`config.mk`:
```
export PLATFORM = sky130hd
export DESIGN_NAME = seg_scan_mux
export DESIGN_NICKNAME = d
export VERILOG_FILES = /design/src/rtl/seg_scan_mux.sv
export SDC_FILE = /design/constraint.sdc
export NUM_CORES = 1
export LEC_CHECK = 0
export CAP_MARGIN = 30
export CORE_ASPECT_RATIO = 1.25
export CORE_MARGIN = 2
export CORE_UTILIZATION = 48
export CTS_BUF_LIST = sky130_fd_sc_hd__clkbuf_4 sky130_fd_sc_hd__clkbuf_8 sky130_fd_sc_hd__clkbuf_16
export DETAILED_ROUTE_END_ITERATION = 7
export PLACE_DENSITY = 0.81
export SLEW_MARGIN = 40
export SYNTH_ARGS = -nofsm -noshare
export SYNTH_HDL_FRONTEND = slang
export SYNTH_SLANG_ARGS = --single-unit
```
`constraint.sdc`:
```
create_clock -name clk -period 3 [get_ports clk]
set_clock_uncertainty 0.05 [all_clocks]
set_input_delay 0.6 -clock clk [delete_from_list [all_inputs] [get_ports clk]]
set_output_delay 0.6 -clock clk [all_outputs]
set_load 0.05 [all_outputs]
```
`src/rtl/seg_scan_mux.sv`:
```
// Multiplexed 7-segment scanner: GUARD blanking then DRIVE per slot, one digit per slot.
// Optional PWM dimming of the anode within DRIVE when SEG_SCAN_DIMMING_EN is defined.
module seg_scan_mux #(
  parameter int DIGITS    = 8,
  parameter int CLK_HZ    = 100000000,
  parameter int SCAN_HZ   = 1000,
  parameter int GUARD_CYC = 16
) (
  input  logic                  clk,
  input  logic                  rst,
  input  logic [4*DIGITS-1:0]   bcd,
  input  logic [DIGITS-1:0]     dp_in,
  input  logic [DIGITS-1:0]     digit_en,
  input  logic                  lz_blank,
  input  logic [3:0]            bright,
  output logic [DIGITS-1:0]     an,
  output logic [6:0]            seg,
  output logic                  dp
);

  localparam int DWELL     = CLK_HZ / SCAN_HZ;
  localparam int DRIVE_CYC = DWELL - GUARD_CYC;
  localparam int CW        = $clog2(DWELL + 1);
  localparam int SW        = $clog2(DIGITS);

  typedef enum logic {GUARD, DRIVE} state_t;

  state_t            state, state_d;
  logic [CW-1:0]     cnt, cnt_d;
  logic [SW-1:0]     slot, slot_d;
  logic [DIGITS-1:0] an_d;
  logic [6:0]        seg_d;
  logic              dp_d;
  logic [3:0]        cur_val;
  logic              upper_zero;
  logic              dark;

  function automatic logic [6:0] seg_enc(input logic [3:0] v);
    case (v)
      4'h0: seg_enc = 7'h40;
      4'h1: seg_enc = 7'h79;
      4'h2: seg_enc = 7'h24;
      4'h3: seg_enc = 7'h30;
      4'h4: seg_enc = 7'h19;
      4'h5: seg_enc = 7'h12;
      4'h6: seg_enc = 7'h02;
      4'h7: seg_enc = 7'h78;
      4'h8: seg_enc = 7'h00;
      4'h9: seg_enc = 7'h10;
      4'hA: seg_enc = 7'h08;
      4'hB: seg_enc = 7'h03;
      4'hC: seg_enc = 7'h46;
      4'hD: seg_enc = 7'h21;
      4'hE: seg_enc = 7'h06;
      default: seg_enc = 7'h0E;
    endcase
  endfunction

  // Leading-zero test looks at the current digit and every digit above it.
  always_comb begin
    cur_val    = bcd[int'(slot)*4 +: 4];
    upper_zero = 1'b1;
    for (int j = 0; j < DIGITS; j++) begin
      if (j >= int'(slot) && bcd[4*j +: 4] != 4'd0) upper_zero = 1'b0;
    end
    dark = !digit_en[slot] || (lz_blank && (slot != '0) && upper_zero);
  end

`ifdef SEG_SCAN_DIMMING_EN
  logic [CW-1:0] on_q, on_d, on_calc;
  always_comb on_calc = CW'(((int'(bright) + 1) * DRIVE_CYC) >> 4);
`else
  logic unused_bright;
  assign unused_bright = ^bright;
`endif

  always_comb begin
    state_d = state;
    cnt_d   = cnt;
    slot_d  = slot;
    an_d    = an;
    seg_d   = seg;
    dp_d    = dp;
`ifdef SEG_SCAN_DIMMING_EN
    on_d    = on_q;
`endif
    case (state)
      GUARD: begin
        if (cnt == CW'(GUARD_CYC - 1)) begin
          state_d = DRIVE;
          cnt_d   = '0;
`ifdef SEG_SCAN_DIMMING_EN
          on_d    = on_calc;
`endif
          if (!dark) begin
`ifdef SEG_SCAN_DIMMING_EN
            an_d  = (on_calc != '0) ? ~(DIGITS'(1) << slot) : '1;
`else
            an_d  = ~(DIGITS'(1) << slot);
`endif
            seg_d = seg_enc(cur_val);
            dp_d  = ~dp_in[slot];
          end else begin
            an_d  = '1;
            seg_d = 7'h7F;
            dp_d  = 1'b1;
          end
        end else begin
          cnt_d = cnt + CW'(1);
        end
      end
      default: begin
        if (cnt == CW'(DRIVE_CYC - 1)) begin
          state_d = GUARD;
          cnt_d   = '0;
          slot_d  = (slot == SW'(DIGITS - 1)) ? '0 : slot + SW'(1);
          an_d    = '1;
          seg_d   = 7'h7F;
          dp_d    = 1'b1;
        end else begin
          cnt_d = cnt + CW'(1);
`ifdef SEG_SCAN_DIMMING_EN
          if (cnt + CW'(1) == on_q) an_d = '1;
`endif
        end
      end
    endcase
  end

  always_ff @(posedge clk or negedge rst) begin
    if (!rst) begin
      state <= GUARD;
      cnt   <= '0;
      slot  <= '0;
      an    <= '1;
      seg   <= 7'h7F;
      dp    <= 1'b1;
`ifdef SEG_SCAN_DIMMING_EN
      on_q  <= '0;
`endif
    end else begin
      state <= state_d;
      cnt   <= cnt_d;
      slot  <= slot_d;
      an    <= an_d;
      seg   <= seg_d;
      dp    <= dp_d;
`ifdef SEG_SCAN_DIMMING_EN
      on_q  <= on_d;
`endif
    end
  end

endmodule

```
# --- Word-level counts from Yosys, hierarchy flattened ---
# Memories as Yosys holds them, arrays and structs flattened.
# Index checks and enable logic that the tools add are counted.
classes:
  bitwise: 2
  muxes: 31
  n_eq_ne: 4
  shifts: 2
  n_addsub: 2
  reduce_logical: 23
  order_cmp: 8
op_table:
  columns: ["operator", "count"]
  rows:
  - ["$mux W17", 3]
  - ["$mux W8", 4]
  - ["$reduce_bool A4 Y1", 8]
  - ["$shiftx A32 B6 Y4", 1]
  - ["$mux W7", 4]
  - ["$add A17 B1 Y17 const B", 1]
  - ["$eq A17 B17 Y1 const B", 1]
  - ["$eq A17 B4 Y1 const B", 1]
  - ["$mux W1", 17]
  - ["$ge A3 B3 Y1 const A", 3]
  - ["$logic_and A1 B1 Y1", 9]
  - ["$not A8 Y8", 1]
  - ["$shl A1 B3 Y8 const A", 1]
  - ["$bmux W1 S3", 2]
  - ["$ge A1 B3 Y1 const A", 2]
  - ["$ge A2 B3 Y1 const A", 2]
  - ["$lt A3 B4 Y1 const B", 1]
  - ["$reduce_and A2 Y1", 2]
  - ["$add A3 B1 Y3 const B", 1]
  - ["$eq A3 B3 Y1 const B", 1]
  - ["$mux W3", 1]
  - ["$reduce_bool A3 Y1", 1]
  - ["$ne A2 B1 Y1 const B", 1]
  - ["$reduce_bool A2 Y1", 1]
  - ["other kinds (3)", 3]
word_totals:
  register_bits: 37
  n_memories: 1
  mem_bits_ro: 112
  in_bits: 55
  elab_cells: 79
memory_table:
  columns: ["memory", "words", "width", "read_ports", "rd_ports_with_merged_regs", "wr", "line_no", "text"]
  rows:
  - ["(name not given)", 16, 7, 1, 0, 0, "39", "case (v)"]

# --- Logic depth before layout (Yosys ltp) ---
# Gate-level depths: netlist (run 1).
depth:
  word_depth: 15
  mapped_depth: 10

# --- Least setup slack after synthesis (run 1) ---
# OpenSTA, ideal clock, no wires.
synth_path:
  path_type: "reg2reg"
  start: "register slot[0]"
  end: "register seg[6]"
  path_stages_with_launch: 10
  arrival_ns: 2.405
  path_buffers: 2
  setup_time_ns: 0.103
  setup_slack_ns: 0.442
  t_required_ns: 2.847
  synth_period_minus_slack_ns: 2.558
  path_cell_list: "dfrtp_1 -> buf_6 -> buf_4 -> mux4_2 -> mux2i_1 -> inv_1 -> ha_1 -> mux2_4 -> a22oi_1 -> a21oi_1"
synth_via:
  elab_chain_cells: 15
  word_cells_on_any_way: 34
  classes_between: "order compare: 7; shift: 1; mux: 13; reduce/logical: 12; memory: 1"
synth_lines:
  columns: ["element", "line_no", "text"]
  rows:
  - ["from (decl)", "30", "logic [SW-1:0] slot, slot_d;"]
  - ["from (signal assigned)", "144", "slot <= slot_d;"]
  - ["$ge A1 B3 Y1", "64", "if (j >= int'(slot) && bcd[4*j +: 4] != 4'd0) upper_zero = 1'b0;"]
  - ["$logic_and A1 B1 Y1", "64", null]
  - ["$mux W1 (8 in a row)", "64", null]
  - ["$logic_and A1 B1 Y1", "66", "dark = !digit_en[slot] || (lz_blank && (slot != '0) && upper_zero);"]
  - ["$logic_or A1 B1 Y1", "66", null]
  - ["$mux W7 (*)", "95", "if (!dark) begin"]
  - ["$mux W7 (*)", "89", "if (cnt == CW'(GUARD_CYC - 1)) begin"]
  - ["$mux W7 (*)", "87", "case (state)"]
  - ["to (signal assigned)", "146", "seg <= seg_d;"]
  - ["to (decl)", "17", "output logic [6:0] seg,"]
# Mark *: on every way between the ends. The rest lies on a longest branch, timed or not. The select of a mux whose other input is x is not followed.
# A chain may end at the register's enable or synchronous reset.

# --- Worst setup path after layout (run 1) ---
layout_path:
  start: "register slot[0]"
  end: "register seg[1]"
# Same word-level chain as after synthesis.

==> metrics.txt, run 1 <==
status completed; #FFs+latches synth 37; shortest period the worst path allows 2640 ps; hpwl dp 4810 um; CP max-delay cell a2111oi_4; Achievable Freq 0.378 GHz; Tcrit/Tclk final 88.1%; n_diodes 0; placed inst area 0.00320 mm^2; clock buffer depth 2; cts hold-fix bufs 0; Vias 2115; Seq pwr share 47.3%; top cells by area, synth dfrtp_1 21%, dfstp_2 17%, mux4_2 10%; leading area contributor after synthesis dfrtp_1; CTS tree done; Seq/Total Area, Yosys 38.7%; Startpoint Class flip-flop; CP Data Required Time 3140 ps; total core area 0.00501 mm^2; via-per-instance ratio 5.72; post-synthesis async set-or-reset flop share 100%; CTS Sinks 37; # resized after CTS 0; clk_lat worst skew 290 ps; ys flop type dfrtp_1; Port Buf Inserts 66; Final #Nets 375; Leak 1.35 nW; share of layout cells above drive strength 1 17.5%; Max VDD drop 0.287 mV; die width 67.9 um; drt wl/cell 16.5 um; GRT Total Usage 23.4%; Logic pwr share 18.2%; initial antenna violation count 0; Die Ht 83.8 um; drt total wl 6110 um; design area 0.00329 mm^2; final setup fails 0; RePlAce Congestion 0.811; CTS buffer count 5; worst slew pin tran 726 ps; clock power share 34.5%; top cell type's share of synthesized area 21.5%; initial core utilization 48.9%; number of global-route vias before repair 2193; relative slew slack 51.6%; post-route ant nets 0; HP Class reg2reg; Synth Warn # 0; count leader, synth nor2_1; number of H-tree levels 2; Int Power 0.829 mW; CTS Root Cell clkbuf_8; Worst path max stage delay 670 ps; final number of hold-violating endpoints 0; max cap viols 0; EDFF count, synth 0; DRC 0; CP Capture Type flip-flop; Synth Net Count 302; DR iter-0 viols 170; Pwr Total 1.10 mW; filler instances 400; Reg area 946 um^2; sw frac 24.6%; first-pass iteration count of the detailed router 4; largest net degree at the start of global routing 38; mapped cell area 0.00245 mm^2; GRT overflow 0; Setup TNS 0 ps; synth cell count leaders 38 x nor2_1, 21 x dfrtp_1, 16 x dfstp_2, 14 x nand2_1, 13 x ha_1; # Post-CTS Setup Buffers 0; DIE AREA 0.00569 mm^2; worst hold slack 432 ps; I/O pin cnt 71; Syn Area/Cell 10.5 um^2; RSZ-0062 raised after global routing no; Synth cell types 48; CP arrival 2780 ps; Area Overhead vs Synth 34.7%; multi-input combinational cell area 0.00143 mm^2; Power Dens Cells 334 mW/mm^2; Psw 0.270 mW; CP Class reg2reg; floorplan row count 29; crit-path max FO 10; Clock transition at path regs 70 ps; cell count after synthesis 234; CP Cell Sequence buf_4 -> inv_1 -> ha_1 -> nor2b_1 -> o211ai_1 -> o21ai_1 -> a2111oi_4 -> a21oi_1; first-pass GRT wire length 10100 um; Max Slew Vio Count 0
flip-flops by register name (all words and copies together), names as in the netlist:
signal	count
state	1
seg	7
cnt	17
slot	3
an	8
dp	1
stage by stage:
step	cells	utilization (%)	worst slack (ps)
detailed placement	362	63.8	92.5
global placement	362	63.8	133
floorplan	234	-	442
finish	370	65.8	356
CTS	370	65.8	318
global route	370	65.8	96.5
final timing paths:
| check | startpoint | to | slack (ps) | cells past startpoint |
|---|---|---|---|---|
| setup / recovery | slot[0] | seg[1] | 360 | 8 |
| hold / removal | cnt[0] | cnt[0] | 430 | 1 |
| setup reg to reg | slot[0] | seg[1] | 360 | 8 |
| hold reg to reg | cnt[0] | cnt[0] | 430 | 1 |
| max in group asynchronous | rst | an[2] | 1870 | 2 |
| min in group asynchronous | rst | slot[0] | 680 | 2 |
power by group through the flow:
stage / clock (mW) / combinational (mW) / sequential (mW)
2_1_floorplan: 0 / 0.0545 / 0.562
3_3_place_gp: 0 / 0.197 / 0.528
3_5_place_dp: 0 / 0.200 / 0.529
4_1_cts: 0.387 / 0.201 / 0.520
5_1_grt: 0.408 / 0.214 / 0.521
6_report: 0.379 / 0.200 / 0.520
per-layer routing:
metal | up-vias | wire length, um | GRT usage, %
met5 | - | 0 | 0
met4 | 0 | 184 | 7.82
li1 | 1005 | - | -
met1 | 1033 | 2340 | 26.3
met3 | 14 | 306 | 4.86
met2 | 63 | 3270 | 42.5
kinds of logic (layout without fill, tap and decap cells):
| group | count (synthesis) | count (layout) | share of synthesized area [%] |
|---|---|---|---|
| fa+ha+maj | 13 | 13 | 6.65 |
| buf+inv | 15 | 89 | 3.17 |
| compound gates | 39 | 39 | 11.6 |
| simple gates | 91 | 91 | 17.4 |
| xor+xnor | 15 | 15 | 5.37 |
| flops | 37 | 37 | 38.7 |
| mux | 24 | 24 | 17.2 |
cell usage in the layout (no fill, tap or decap), types with 4 or more instances in the layout:
cell type	instances
a21oi_1	11
a31oi_1	6
and3_1	5
buf_4	8
clkbuf_8	6
clkdlybuf4s50_1	66
dfrtp_1	21
dfstp_2	16
ha_1	13
inv_1	6
mux2i_1	6
mux4_2	11
nand2_1	14
nand3_1	10
nand4_1	4
nor2_1	38
nor4_1	10
o21ai_0	5
xnor2_1	7
xor2_1	8
worst max-delay path: cells and delay by family (launching register included):
kind                       cells  cell delay (ps)
AOI/OAI and AO/OA              4             1230
adders and majority gates      1              240
and+or+nand+nor                1               80
DFF                            1              550
buffers and inverters          2              380
final cells by class:
class                           instances  share of cell area, %
Clock buffer                            8                   2.96
Inverter                                7                  0.798
Multi-Input combinational cell        182                   43.3
Sequential cell                        37                   28.7
Tap cell                               62                   2.35
Timing Repair Buffer                   74                   21.9
Note: power is estimated with default switching activity, not from simulation.
==> run 2: changes to the inputs <==
--- a/config.mk
+++ b/config.mk
@@ -5,13 +5,14 @@
 export SDC_FILE = /design/constraint.sdc
 export NUM_CORES = 1
 export LEC_CHECK = 0
+export ABC_AREA = 1
 export CAP_MARGIN = 30
 export CORE_ASPECT_RATIO = 1.25
 export CORE_MARGIN = 2
-export CORE_UTILIZATION = 48
+export CORE_UTILIZATION = 51
 export CTS_BUF_LIST = sky130_fd_sc_hd__clkbuf_4 sky130_fd_sc_hd__clkbuf_8 sky130_fd_sc_hd__clkbuf_16
 export DETAILED_ROUTE_END_ITERATION = 7
-export PLACE_DENSITY = 0.81
+export PLACE_DENSITY = 0.82
 export SLEW_MARGIN = 40
 export SYNTH_ARGS = -nofsm -noshare
 export SYNTH_HDL_FRONTEND = slang
==> run 2 against run 1 <==
Global-route usage fell by 0.17 points. Final cell count grew 57%. Final area is 14% higher.
==> metrics.txt, run 2 <==
commonest non-fill, non-tap cell in the layout nand2_1; floorplan row count 31 (+6.9%); DR iter-0 viols 158 (-7.1%); top cells by area, synth dfrtp_1 18%, nand2_1 16%, dfstp_2 14%; placed cells 572 (+58%); clk_lat worst skew 290 ps (about the same); cts hold-fix bufs 0 (unchanged); Die Ht 89.1 um (+6.3%); RSZ-0062 raised after global routing no; total core area 0.00570 mm^2 (+14%); max cap viols 0 (unchanged); Power Dens Cells 291 mW/mm^2 (-13%); die width 72.0 um (+6.2%); initial antenna violation count 0 (unchanged); largest net degree at the start of global routing 38 (unchanged); ys flop type dfrtp_1; EDFF count, synth 0 (unchanged); CTS Root Cell clkbuf_8; leading area contributor after synthesis dfrtp_1; CP Capture Type flip-flop; Post-Synth Adder-Cell Area 5.51% (-1.1 points); fin cells 580 (+57%); CP arrival 2580 ps (-200 ps); crit-path max FO 24 (+14); HP Class reg2reg; Leak 1.84 nW (+36%); cell count after synthesis 447 (+91%); GRT overflow 0 (unchanged); Synth Warn # 0 (unchanged); Met3 Wirelength 305 um (-0.33%); share of layout cells above drive strength 1 11.7% (-5.9 points); Port Buf Inserts 66 (unchanged); register bank with the most flops cnt; Max VDD drop 0.209 mV (-27%); status completed; Synth Net Count 515 (+71%); Synth Area in Compound Gates 6.53% (-5.0 points); CTS buffer count 5 (unchanged); CTS Sinks 37 (unchanged); initial core utilization 51.8% (+2.9 points); # Post-CTS Setup Buffers 0 (unchanged); post-synthesis async set-or-reset flop share 100% (unchanged); Syn Area/Cell 6.60 um^2 (-37%); Final #Nets 581 (+55%); WL met2 3600 um (+10%); Largest regs cnt (17), an (8), seg (7); worst slew pin tran 553 ps (-173 ps); hpwl dp 5670 um (+18%); Clock transition at path regs 70 ps (about the same); RePlAce Congestion 0.957 (+18%); DRC 0 (unchanged); number of H-tree levels 2 (unchanged); Achievable Freq 0.415 GHz (+9.7%); Seq/Total Area, Yosys 32.0% (-6.6 points); final number of hold-violating endpoints 0 (unchanged); top cell type's share of synthesized area 17.8% (-3.7 points); mapped cell area 0.00295 mm^2 (+21%); shortest period the worst path allows 2410 ps (-234 ps); mux contribution to synthesized area 0% (-17 points); count leader, synth nand2_1; synth cell count leaders 124 x nand2_1, 70 x nor2_1, 57 x inv_1, 45 x nand3_1, 21 x dfrtp_1; #FFs+latches synth 37 (unchanged); DIE AREA 0.00642 mm^2 (+13%); I/O pin cnt 71 (unchanged); Vias 3045 (+44%); GRT Total Usage 23.3% (-0.17 points); relative slew slack 63.1% (+11 points); CP Class reg2reg; via-per-instance ratio 5.25 (-8.2%); largest family of logic cells by synthesized area simple AND/OR/NAND/NOR gates; Area Overhead vs Synth 26.8%; Max Slew Vio Count 0 (unchanged); post-route ant nets 0 (unchanged); Largest register FFs 17 (unchanged); Placement Setup Slack 329 ps (+237 ps); CTS tree done; drt wl/cell 12.1 um (-26%); DRT met1 WL 2840 um (+21%); # resized after CTS 0 (unchanged); filler instances 517 (+29%); most frequent cells in the layout 124 x nand2_1, 70 x nor2_1, 66 x clkdlybuf4s50_1, 57 x inv_1, 45 x nand3_1; n_diodes 0 (unchanged); Post-Synth XOR/XNOR Area 1.48% (-3.9 points); Tcrit/Tclk final 80.3% (-7.8 points); Highest Signal Layer met4; clock buffer depth 2 (unchanged); final setup margin 590 ps (+234 ps); final setup fails 0 (unchanged); CP Data Required Time 3170 ps (+30 ps); first-pass GRT wire length 11900 um (+17%); Setup TNS 0 ps (unchanged); Synth cell types 33 (-31%); first-pass iteration count of the detailed router 4 (unchanged); Startpoint Class flip-flop; final core occ 65.6% (-0.16 points); number of global-route vias before repair 2834 (+29%); simple-gate share of the synthesized area 43.2% (+26 points); drt total wl 7040 um (+15%)
run 2: cell count changes after synthesis, sizes merged, moves of 8 or more:
cell   delta
nand2   +117
nand3    +36
nand4     +8
nor2     +38
mux4     -12
inv      +61
run 2: area by class of cell:
class                      count  area (um^2)  area share [%]
clock buffer                   8         97.6            2.61
inverter                      68          258            6.89
multi-input combinational    332         1670            44.7
sequential                    37          947            25.3
tap                           66         82.6            2.21
timing repair buffer          69          683            18.3
run 2: metrics by stage:
stage	total power, mW	hold WS, ps	area, um^2
3_5_place_dp	0.728	411	3640
4_1_cts	1.10	421	3740
5_1_grt	1.14	445	3740
6_report	1.09	419	3740
3_3_place_gp	0.726	395	3640
2_1_floorplan	0.621	254	2950
run 2: logic make-up (layout without fill, tap and decap cells):
group	Yosys count	after routing
AOI/OAI and AO/OA	32	32
xor gates and xnor gates	5	5
adders and majority gates	13	13
buffers and inverters	78	145
DFF	37	37
and+or+nand+nor	282	282
run 2: layer usage:
layer	vias up	GRT usage, %
met5	-	0
met4	0	14.2
met3	21	2.82
met2	98	42.3
met1	1375	25.9
li1	1551	-
run 2: final timing paths:
path	from	to	slack, ps	cells after the start
hold reg to reg	cnt[0]	cnt[0]	420	1
min in group asynchronous	rst	cnt[11]	680	2
max in group asynchronous	rst	seg[3]	1860	2
setup / recovery	slot[0]	seg[3]	590	12
setup reg to reg	slot[0]	seg[3]	590	12
hold / removal	cnt[0]	cnt[0]	420	1
run 2: worst max-delay path, stage by stage, from the launching register on:
cell and delay, ps:
dfrtp_2 600, inv_2 260, o21ai_0 230, nand2_1 70, nor2_1 330, inv_1 150
ha_1 260, nand2_2 90, nand2_1 50, nand2_1 60, o21ai_2 60, nor2_1 80
nor2_1 50
run 2: power by group:
group | leakage, nW | switching, mW | internal (mW)
Clock | 0.0523 | 0.165 | 0.205
Combinational | 1.35 | 0.100 | 0.0993
Sequential | 0.446 | 0.00463 | 0.515
Total | 1.84 | 0.270 | 0.819
==> run 3: changes to the inputs <==
==> constraint.sdc (replaced) <==
create_clock -name clk -period 2.4 [get_ports clk]
set_clock_uncertainty 0.05 [all_clocks]
set_input_delay 0.48 -clock clk [delete_from_list [all_inputs] [get_ports clk]]
set_output_delay 0.48 -clock clk [all_outputs]
set_load 0.05 [all_outputs]
==> run 3 against run 2 <==
Flip-flop and latch count unchanged. Via count rose by 3.0%. Die area did not move. Combinational power is 27% higher. Worst setup slack worse by 360 ps. Clock-buffer cell count fell by 1. Routed wire length is 7.4% higher.
==> metrics.txt, run 3 (same netlist as run 2, synthesis figures left out) <==
final number of hold-violating endpoints 0 (unchanged); Clock transition at path regs 70 ps (about the same); CTS buffer count 5 (unchanged); met3 Track Usage GR 3.61% (+0.79 points); final setup fails 0 (unchanged); M2 GR Usage 45.8% (+3.5 points); Largest register FFs 17 (unchanged); share of layout cells above drive strength 1 12.9% (+1.2 points); number of H-tree levels 2 (unchanged); GRT Max-Usage Layer met2; cts hold-fix bufs 0 (unchanged); clk_lat worst skew 300 ps (about the same); RR Startpoint slot[0]; Die Ht 89.1 um (unchanged); Leak 1.88 nW (+2.1%); CP max-delay cell clkdlybuf4s50_1; hold_sp cnt[0]; Final #Nets 587 (+1.0%); Largest regs cnt (17), an (8), seg (7); Startpoint Class flip-flop; Reg area 948 um^2 (+0.13%); initial antenna violation count 0 (unchanged); filler instances 506 (-2.1%); post-route ant nets 0 (unchanged); HP Class reg2reg; DR iter-0 viols 196 (+24%); worst slew pin tran 514 ps (-39.1 ps); critical path's top delay family buffers and inverters; first-pass GRT wire length 12900 um (+8.5%); Achievable Freq 0.460 GHz; clock buffer depth 2 (unchanged); drt wl/cell 12.9 um (+6.3%); via-per-instance ratio 5.35 (+1.9%); commonest non-fill, non-tap cell in the layout nand2_1; crit-path max FO 2 (-92%); number of global-route vias before repair 3035 (+7.1%); most frequent cells in the layout 124 x nand2_1, 70 x nor2_1, 66 x clkdlybuf4s50_1, 57 x inv_1, 45 x nand3_1; CP Data Required Time 1870 ps (-1300 ps); I/O pin cnt 71 (unchanged); DIE AREA 0.00642 mm^2 (unchanged); CP Class reg2out; largest net degree at the start of global routing 38 (unchanged); multi-input combinational cell area 0.00167 mm^2 (unchanged); RSZ-0062 raised after global routing no; CP Capture Type output pin; CP Cell Sequence clkdlybuf4s50_1; Area Overhead vs Synth 29.1%; RePlAce Congestion 0.976 (+1.9%); DRC 0 (unchanged); Max Slew Vio Count 0 (unchanged); Vias 3136 (+3.0%); # Post-CTS Setup Buffers 0 (unchanged); drt total wl 7570 um (+7.4%); shortest period the worst path allows 2170 ps; CP Launch Point an[3]; die width 72.0 um (unchanged); CTS tree done; total core area 0.00570 mm^2 (unchanged); Worst path max stage delay 800 ps (+200 ps); Tcrit/Tclk final 90.5%; status completed; grt met1 use 28.3% (+2.4 points); CP arrival 1640 ps (-940 ps); CTS Sinks 37 (unchanged); first-pass iteration count of the detailed router 4 (unchanged); final core occ 66.8% (+1.2 points); Setup TNS 0 ps (unchanged); Power Dens Cells 390 mW/mm^2 (+34%); CTS Root Cell clkbuf_8; hpwl dp 6010 um (+6.1%); GRT Total Usage 25.1% (+1.8 points); max cap viols 0 (unchanged); Worst Path Buf+Inv 1 (-1); floorplan row count 31 (unchanged); relative slew slack 65.7% (+2.6 points); initial core utilization 51.8% (unchanged); GRT overflow 0 (unchanged); Port Buf Inserts 66 (unchanged); n_diodes 0 (unchanged); Max VDD drop 0.334 mV (+60%); register bank with the most flops cnt
## run 3: changes by cell type in the layout (fill, tap and decap cells not counted), sizes merged
cell    previous run  this run
clkbuf             8         7
bufinv             0         1
buf                3         9
## run 3: what timing repair did
action,in CTS,in global routing
endpoints found under the setup margin,0,3
resized for setup,0,2
endpoints found under the hold margin,0,0
## run 3: cell type report
type | instances | area share, %
Clock buffer | 7 | 2.36
Clock inverter | 1 | 0.788
Inverter | 68 | 6.76
Multi-Input combinational cell | 332 | 43.9
Sequential cell | 37 | 24.9
Tap cell | 66 | 2.17
Timing Repair Buffer | 75 | 19.1
## run 3: power by group
| part | total, mW | switching (mW) | internal, mW |
|---|---|---|---|
| logic | 0.254 | 0.128 | 0.126 |
| clock network | 0.582 | 0.232 | 0.350 |
| registers | 0.649 | 0.00588 | 0.643 |
| total | 1.49 | 0.366 | 1.12 |
## run 3: stage by stage
| step | hold slack, ps | total power, mW | worst slack (ps) | std cells | instance area [um^2] |
|---|---|---|---|---|---|
| after floorplan | 134 | 0.776 | 399 | 447 | 2950 |
| after global placement | 395 | 0.910 | 50.8 | 578 | 3690 |
| after detailed placement | 403 | 0.915 | 23.7 | 578 | 3690 |
| after CTS | 413 | 1.49 | 183 | 586 | 3810 |
| after global routing | 430 | 1.54 | 60.1 | 586 | 3810 |
| final | 410 | 1.49 | 227 | 586 | 3810 |
## run 3: worst paths after layout
check                           endpoint  slack (ps)  cells past startpoint
min in group asynchronous        cnt[12]         550                      2
worst max register to register    seg[0]         240                     14
max in group asynchronous         seg[0]        1380                      2
worst min-delay path              cnt[0]         410                      1
worst min register to register    cnt[0]         410                      1
worst max-delay path               an[3]         230                      1
## run 3: layer usage
layer	share of wire (%)	vias to the layer above
met5	0	-
met4	3.3	0
met3	4.5	23
met2	53	136
met1	39	1420
li1	-	1557
